### src/rtl/capture_sequencer.sv
// Capture sequencer: register-mapped control of pre/post-trigger sample capture into a circular memory.
// Bus path is a fixed one-cycle register stage with no backpressure; memory writes are combinational from state.
module capture_sequencer #(
    parameter  int unsigned BASE_ADDR    = 0,
    parameter  int unsigned SAMPLE_DEPTH = 1024,
    localparam int unsigned ADDR_W       = $clog2(SAMPLE_DEPTH)
) (
    input  logic              clk,
    input  logic              rst,
    input  logic              trig_i,
    input  logic [15:0]       addr_i,
    input  logic [15:0]       data_i,
    input  logic              rw_i,
    input  logic              valid_i,
    output logic [15:0]       addr_o,
    output logic [15:0]       data_o,
    output logic              rw_o,
    output logic              valid_o,
    output logic              we_o,
    output logic [ADDR_W-1:0] write_addr_o,
    output logic [2:0]        state_o
);

    typedef enum logic [2:0] {
        IDLE             = 3'd0,
        MOVE_TO_POSITION = 3'd1,
        IN_POSITION      = 3'd2,
        CAPTURING        = 3'd3,
        CAPTURED         = 3'd4
    } state_t;

    localparam logic [15:0] BASE16 = 16'(BASE_ADDR);

    state_t              state_q, state_d;
    logic                req_start_q, req_start_d;
    logic                req_stop_q, req_stop_d;
    logic [ADDR_W-1:0]   trig_loc_q, trig_loc_d;
    logic [ADDR_W-1:0]   rd_ptr_q, rd_ptr_d;
    logic [ADDR_W-1:0]   wr_ptr_q, wr_ptr_d;
    logic [15:0]         addr_q, data_q, data_d;
    logic                rw_q, valid_q;

    logic [16:0]         off_full;
    logic                hit;
    logic                wr_start, wr_stop, wr_tl;
    logic                start_rise, stop_rise;
    logic [ADDR_W-1:0]   tl_sat;
    logic                ctrl_idle;

    // Borrow in bit 16 means the address lies below the register window.
    assign off_full = {1'b0, addr_i} - {1'b0, BASE16};
    assign hit      = !off_full[16] && (off_full[15:0] < 16'd6);

    assign wr_start   = valid_i && rw_i && hit && (off_full[2:0] == 3'd1);
    assign wr_stop    = valid_i && rw_i && hit && (off_full[2:0] == 3'd2);
    assign wr_tl      = valid_i && rw_i && hit && (off_full[2:0] == 3'd3);
    assign start_rise = wr_start && data_i[0] && !req_start_q;
    assign stop_rise  = wr_stop && data_i[0] && !req_stop_q;
    assign ctrl_idle  = (state_q == IDLE) || (state_q == CAPTURED);

    assign tl_sat = ({16'd0, data_i} >= SAMPLE_DEPTH) ? ADDR_W'(SAMPLE_DEPTH - 1)
                                                      : data_i[ADDR_W-1:0];

    always_comb begin
        data_d = data_i;
        if (valid_i && !rw_i && hit) begin
            case (off_full[2:0])
                3'd0:    data_d = {13'd0, state_q};
                3'd1:    data_d = {15'd0, req_start_q};
                3'd2:    data_d = {15'd0, req_stop_q};
                3'd3:    data_d = 16'(trig_loc_q);
                3'd4:    data_d = 16'(rd_ptr_q);
                3'd5:    data_d = 16'(wr_ptr_q);
                default: data_d = data_i;
            endcase
        end
    end

    always_comb begin
        state_d     = state_q;
        req_start_d = req_start_q;
        req_stop_d  = req_stop_q;
        trig_loc_d  = trig_loc_q;
        rd_ptr_d    = rd_ptr_q;
        wr_ptr_d    = wr_ptr_q;

        if (wr_start) req_start_d = data_i[0];
        if (wr_stop)  req_stop_d  = data_i[0];
        if (wr_tl && ctrl_idle) trig_loc_d = tl_sat;

        case (state_q)
            IDLE, CAPTURED: begin
                if (start_rise) begin
                    rd_ptr_d = '0;
                    wr_ptr_d = '0;
                    state_d  = (trig_loc_q == '0) ? IN_POSITION : MOVE_TO_POSITION;
                end
            end
            MOVE_TO_POSITION: begin
                wr_ptr_d = wr_ptr_q + 1'b1;
                if (wr_ptr_q == trig_loc_q - 1'b1) state_d = IN_POSITION;
            end
            IN_POSITION: begin
                wr_ptr_d = wr_ptr_q + 1'b1;
                if (trig_i) begin
                    // With trigger_loc = depth-1 the trigger sample is the whole post-trigger window.
                    state_d = (wr_ptr_q == rd_ptr_q - 1'b1) ? CAPTURED : CAPTURING;
                end else begin
                    rd_ptr_d = rd_ptr_q + 1'b1;
                end
            end
            CAPTURING: begin
                wr_ptr_d = wr_ptr_q + 1'b1;
                if (wr_ptr_q == rd_ptr_q - 1'b1) state_d = CAPTURED;
            end
            default: state_d = IDLE;
        endcase

        if (stop_rise) begin
            state_d  = IDLE;
            rd_ptr_d = '0;
            wr_ptr_d = '0;
        end
    end

    always_ff @(posedge clk or posedge rst) begin
        if (rst) begin
            state_q     <= IDLE;
            req_start_q <= 1'b0;
            req_stop_q  <= 1'b0;
            trig_loc_q  <= '0;
            rd_ptr_q    <= '0;
            wr_ptr_q    <= '0;
            addr_q      <= '0;
            data_q      <= '0;
            rw_q        <= 1'b0;
            valid_q     <= 1'b0;
        end else begin
            state_q     <= state_d;
            req_start_q <= req_start_d;
            req_stop_q  <= req_stop_d;
            trig_loc_q  <= trig_loc_d;
            rd_ptr_q    <= rd_ptr_d;
            wr_ptr_q    <= wr_ptr_d;
            addr_q      <= addr_i;
            data_q      <= data_d;
            rw_q        <= rw_i;
            valid_q     <= valid_i;
        end
    end

    assign addr_o       = addr_q;
    assign data_o       = data_q;
    assign rw_o         = rw_q;
    assign valid_o      = valid_q;
    assign we_o         = (state_q == MOVE_TO_POSITION) || (state_q == IN_POSITION) ||
                          (state_q == CAPTURING);
    assign write_addr_o = wr_ptr_q;
    assign state_o      = state_q;

endmodule

### config.mk
export PLATFORM = sky130hd
export DESIGN_NAME = capture_sequencer
export DESIGN_NICKNAME = d
export VERILOG_FILES = /design/src/rtl/capture_sequencer.sv
export SDC_FILE = /design/constraint.sdc
export NUM_CORES = 1
export LEC_CHECK = 0
export CORE_MARGIN = 5
export CORE_UTILIZATION = 51
export DETAILED_ROUTE_END_ITERATION = 6
export PLACE_DENSITY = 0.83
export SLEW_MARGIN = 20
export SYNTH_ARGS = -nofsm -noshare
export SYNTH_HDL_FRONTEND = slang
export SYNTH_SLANG_ARGS = --single-unit
### constraint.sdc
create_clock -name clk -period 2.79 [get_ports clk]
set_input_delay 0.6975 -clock clk [delete_from_list [all_inputs] [get_ports clk]]
set_output_delay 0.6975 -clock clk [all_outputs]
set_load 0.01 [all_outputs]
==> summary.md <==
| Metric | Value |
|---|---|
| Number of cells after detailed placement | 623 |
| Layer with the highest usage | met2 |
| Synthesized-area fraction occupied by xor and xnor cells | 5.40% |
| Logic gate share of total power | 34.2% |
| Maximum clock path buffer count | 2 |
| CTS H-tree lvls | 3 |
| Share of synthesized area spent on multiplexers | 4.44% |
| Sinks on the clock net | 69 |
| Wire length of the first global-routing pass | 18100 um |
| Relative area change from synthesis to final layout | 33.1% |
| Count of antenna diodes in the layout | 0 |
| Average wire per cell in the routed design | 16.9 um |
| Ranking of synthesized cells by instance count | 69 x sky130_fd_sc_hd__dfrtp_1, 63 x sky130_fd_sc_hd__nor2_1, 42 x sky130_fd_sc_hd__o21ai_0, 31 x sky130_fd_sc_hd__nand2_1, 29 x sky130_fd_sc_hd__a21oi_1 |
| Total global-route track usage | 23.4% |
| Most numerous cell on the critical path | sky130_fd_sc_hd__or4_4 |
| Synth Warn # | 0 |
| HPWL reported at the end of detailed placement | 7710 um |
| Layout cell share with drive strength beyond 1 | 10.9% |
| Buffer count from post-CTS setup fixing | 0 |
| I/O pin cnt | 85 |
| Worst-path clk slew | 80 ps |
| Hold Fails Final Rpt | 0 |
| Peak supply drop | 547 uV |
| Met1 track utilization from global routing | 31.0% |
| Number of global-route vias before repair | 3665 |
| Initial cell density of the core | 53.1% |
| Actual slew at the worst max-slew pin | 459 ps |
| DIE AREA | 9480 um2 |
| DRC violation count after routing | 0 |
| Cts-stage hold buffer count | 0 |
| Startpoint class of the critical path | register |
| Smallest hold slack | 533 ps |
| GRT met3 Usage | 5.81% |
| Maximum net fanout on the critical path | 6 |
| Buffers & Inverters on Critical Path | 0 |
| Min setup slack post-route | 128 ps |
| Simple-gate area share of the yosys netlist | 24.4% |
| Quantity of gates resized following cts | 0 |
| Cell type with the highest aggregate area in the netlist | sky130_fd_sc_hd__dfrtp_1 |
| Internal Dissipation | 0.00211 W |
| Part of the total power dissipated in sequential elements | 40.0% |
| TritonCTS clock tree | done |
| Max cap viols | 0 |
| Number of fill cells | 564 |
| Final RePlAce weighted congestion | 0.887 |
| FF-to-FF Start | trig_loc_q[4] |
| Area fraction in compound gates after synthesis | 15.4% |
| Static leakage | 2.28 nW |
| Type of the worst setup path | register to register |
| Remaining Overflow, GRT | 0 |
| Share of flip-flops with an asynchronous set or reset | 100% |
| Adder-cell share of the synthesized area | 1.61% |
| Max-Slew Margin vs Limit | 69.3% |
| Timing-limited maximum frequency | 0.376 GHz |
| Class of the worst hold path | register to register |
| Final setup skew | 11.9 ps |
| Overall power of the completed layout | 0.00329 W |
| Largest net degree at the start of global routing | 70 |
| Final WL | 10800 um |
| Critical path required time | 3030 ps |
| Met2 Resource Use GR | 37.0% |
| Post-synth EDFFs | 0 |
| Register bit count reported by yosys | 69 |
| Number of antenna violations at the first check in global routing | 0 |
| Non-Filler Instances | 639 |
| Core region area | 7330 um2 |
| Area share of the leading cell type in the synthesized netlist | 44.4% |
| Detailed-routing iteration count for the pre-antenna-repair pass | 4 |
| Final worst-path cycle share | 95.4% |
| Proportion of synthesized chip area in sequential cells | 44.4% |
| Highest-delay cell along the critical path | sky130_fd_sc_hd__or4_4 |
| Part of the power in the clock network | 25.8% |
| Number of buffers created by CTS | 9 |
| Cell-by-cell listing of the critical path | or4_4 -> or4_4 -> xnor2_1 -> nor3_1 -> a31oi_4 -> o21bai_2 -> mux2_4 |
| Gate family responsible for the most delay along the worst path | simple AND/OR/NAND/NOR gates |
| Arr. time, crit path | 2900 ps |
| Slowest cell delay on critical path | 520 ps |
| Count of standard-cell rows | 31 |
| Post-synthesis cell type count | 54 |
| Final worst path period need | 2660 ps |
| Syn avg cell area | 8.85 um2 |
| Largest family of logic cells by synthesized area | simple AND/OR/NAND/NOR gates |
| RSZ-0062 raised after global routing | false |
| Total negative slack for setup checks | 0 ps |
| CTS root buffer | sky130_fd_sc_hd__clkbuf_8 |
| Drt via density | 5.77 |
| PD cells | 634 nW/um2 |
| I/O Buffers | 84 |
| Synthesized netlist cell count | 440 |
| Sw Ratio | 35.8% |
| Die Span Y | 97.4 um |
| Worst setup path startpoint | trig_loc_q[4] |
| Width of the die | 97.4 um |
| Worst-Skew Late Latency | 350 ps |
| Vias | 3687 |
| Post-synth top flop | sky130_fd_sc_hd__dfrtp_1 |
| Dominant cells by area after synthesis | sky130_fd_sc_hd__dfrtp_1 44%, sky130_fd_sc_hd__nor2_1 6.1%, sky130_fd_sc_hd__o21ai_0 5.4% |
| Run status | finished clean |
| Post-synthesis instance area | 3890 um2 |
| Nets in the synthesized netlist | 482 |
| Worst slack after detailed placement | -77.5 ps |
| First-iteration detailed-routing DRC count | 241 |
| Launch instance of the worst min-delay path | req_stop_q |
| Slew Limit Fails | 0 |
| Net Switching | 0.00118 W |
| Top-count cell post-synth | sky130_fd_sc_hd__dfrtp_1 |
| Final layout net count | 577 |
| Detail Route Antenna Nets | 0 |
| Category of the worst setup path capture point | register |
| Endpoints failing setup | 0 |
worst paths after layout:
| check | to | slack, ps | cells after the start |
|---|---|---|---|
| min in group asynchronous | addr_o[11] | 750 | 3 |
| hold / removal | req_stop_q | 530 | 1 |
| hold reg to reg | req_stop_q | 530 | 1 |
| max in group asynchronous | write_addr_o[3] | 1760 | 3 |
| setup / recovery | state_o[2] | 130 | 7 |
| setup reg to reg | state_o[2] | 130 | 7 |
logic make-up after synthesis:
logic type                 Yosys count
AOI/OAI and AO/OA                  100
xor gates and xnor gates            24
adders and majority gates            5
buffers and inverters               41
DFF                                 69
muxes                               15
and+or+nand+nor                    186
power groups by stage:
stage / clock [W] / combinational (W) / sequential (W)
after floorplan: 0 / 0.000770 / 0.00122
after global placement: 0 / 0.00107 / 0.00132
after detailed placement: 0 / 0.00111 / 0.00133
after CTS: 0.000857 / 0.00112 / 0.00131
after global routing: 0.000906 / 0.00124 / 0.00134
final: 0.000847 / 0.00112 / 0.00131
metrics by stage:
stage	util [%]	area, um2
after global placement	68.0	4980
after floorplan	-	3890
after global routing	70.7	5180
after detailed placement	68.0	4980
after CTS	70.7	5180
final	70.7	5180
cells in the final DEF (no fill, tap or decap), drive strengths merged, types with 6 or more instances in the layout:
cell and n:
nand3 10, xor2 9, o21ai 42, nor4 11
clkbuf 11, nor2 63, a21oi 29, a31oi 6
nor3 8, nand2b 8, and3 14, or3 6
mux2i 9, buf 31, inv 11, nand2 31
and2 6, dfrtp 69, clkdlybuf4s50 84, xnor2 15
nand4 8
cell type report:
type,instances,area [um2],share of cell area (%)
clock buffers,11,141,2.73
clock inverters,5,58.8,1.13
inverters,10,37.5,0.724
multi-input cells,330,2000,38.5
flip-flops and latches,69,1730,33.3
well taps,99,124,2.39
repair buffers,115,1100,21.2
routing by layer:
metal,routed length [um],share of wire [%]
met1,4610,43
met3,896,8.3
met2,5020,46
met5,0,0
met4,271,2.5
sequential cells by signal, summed over array words and instances, names as in the netlist:
register      cells
req_start_q       1
state_o           3
req_stop_q        1
rw_o              1
write_addr_o     10
trig_loc_q       10
valid_o           1
data_o           16
addr_o           16
rd_ptr_q         10
(Power assumes the default switching activity.)
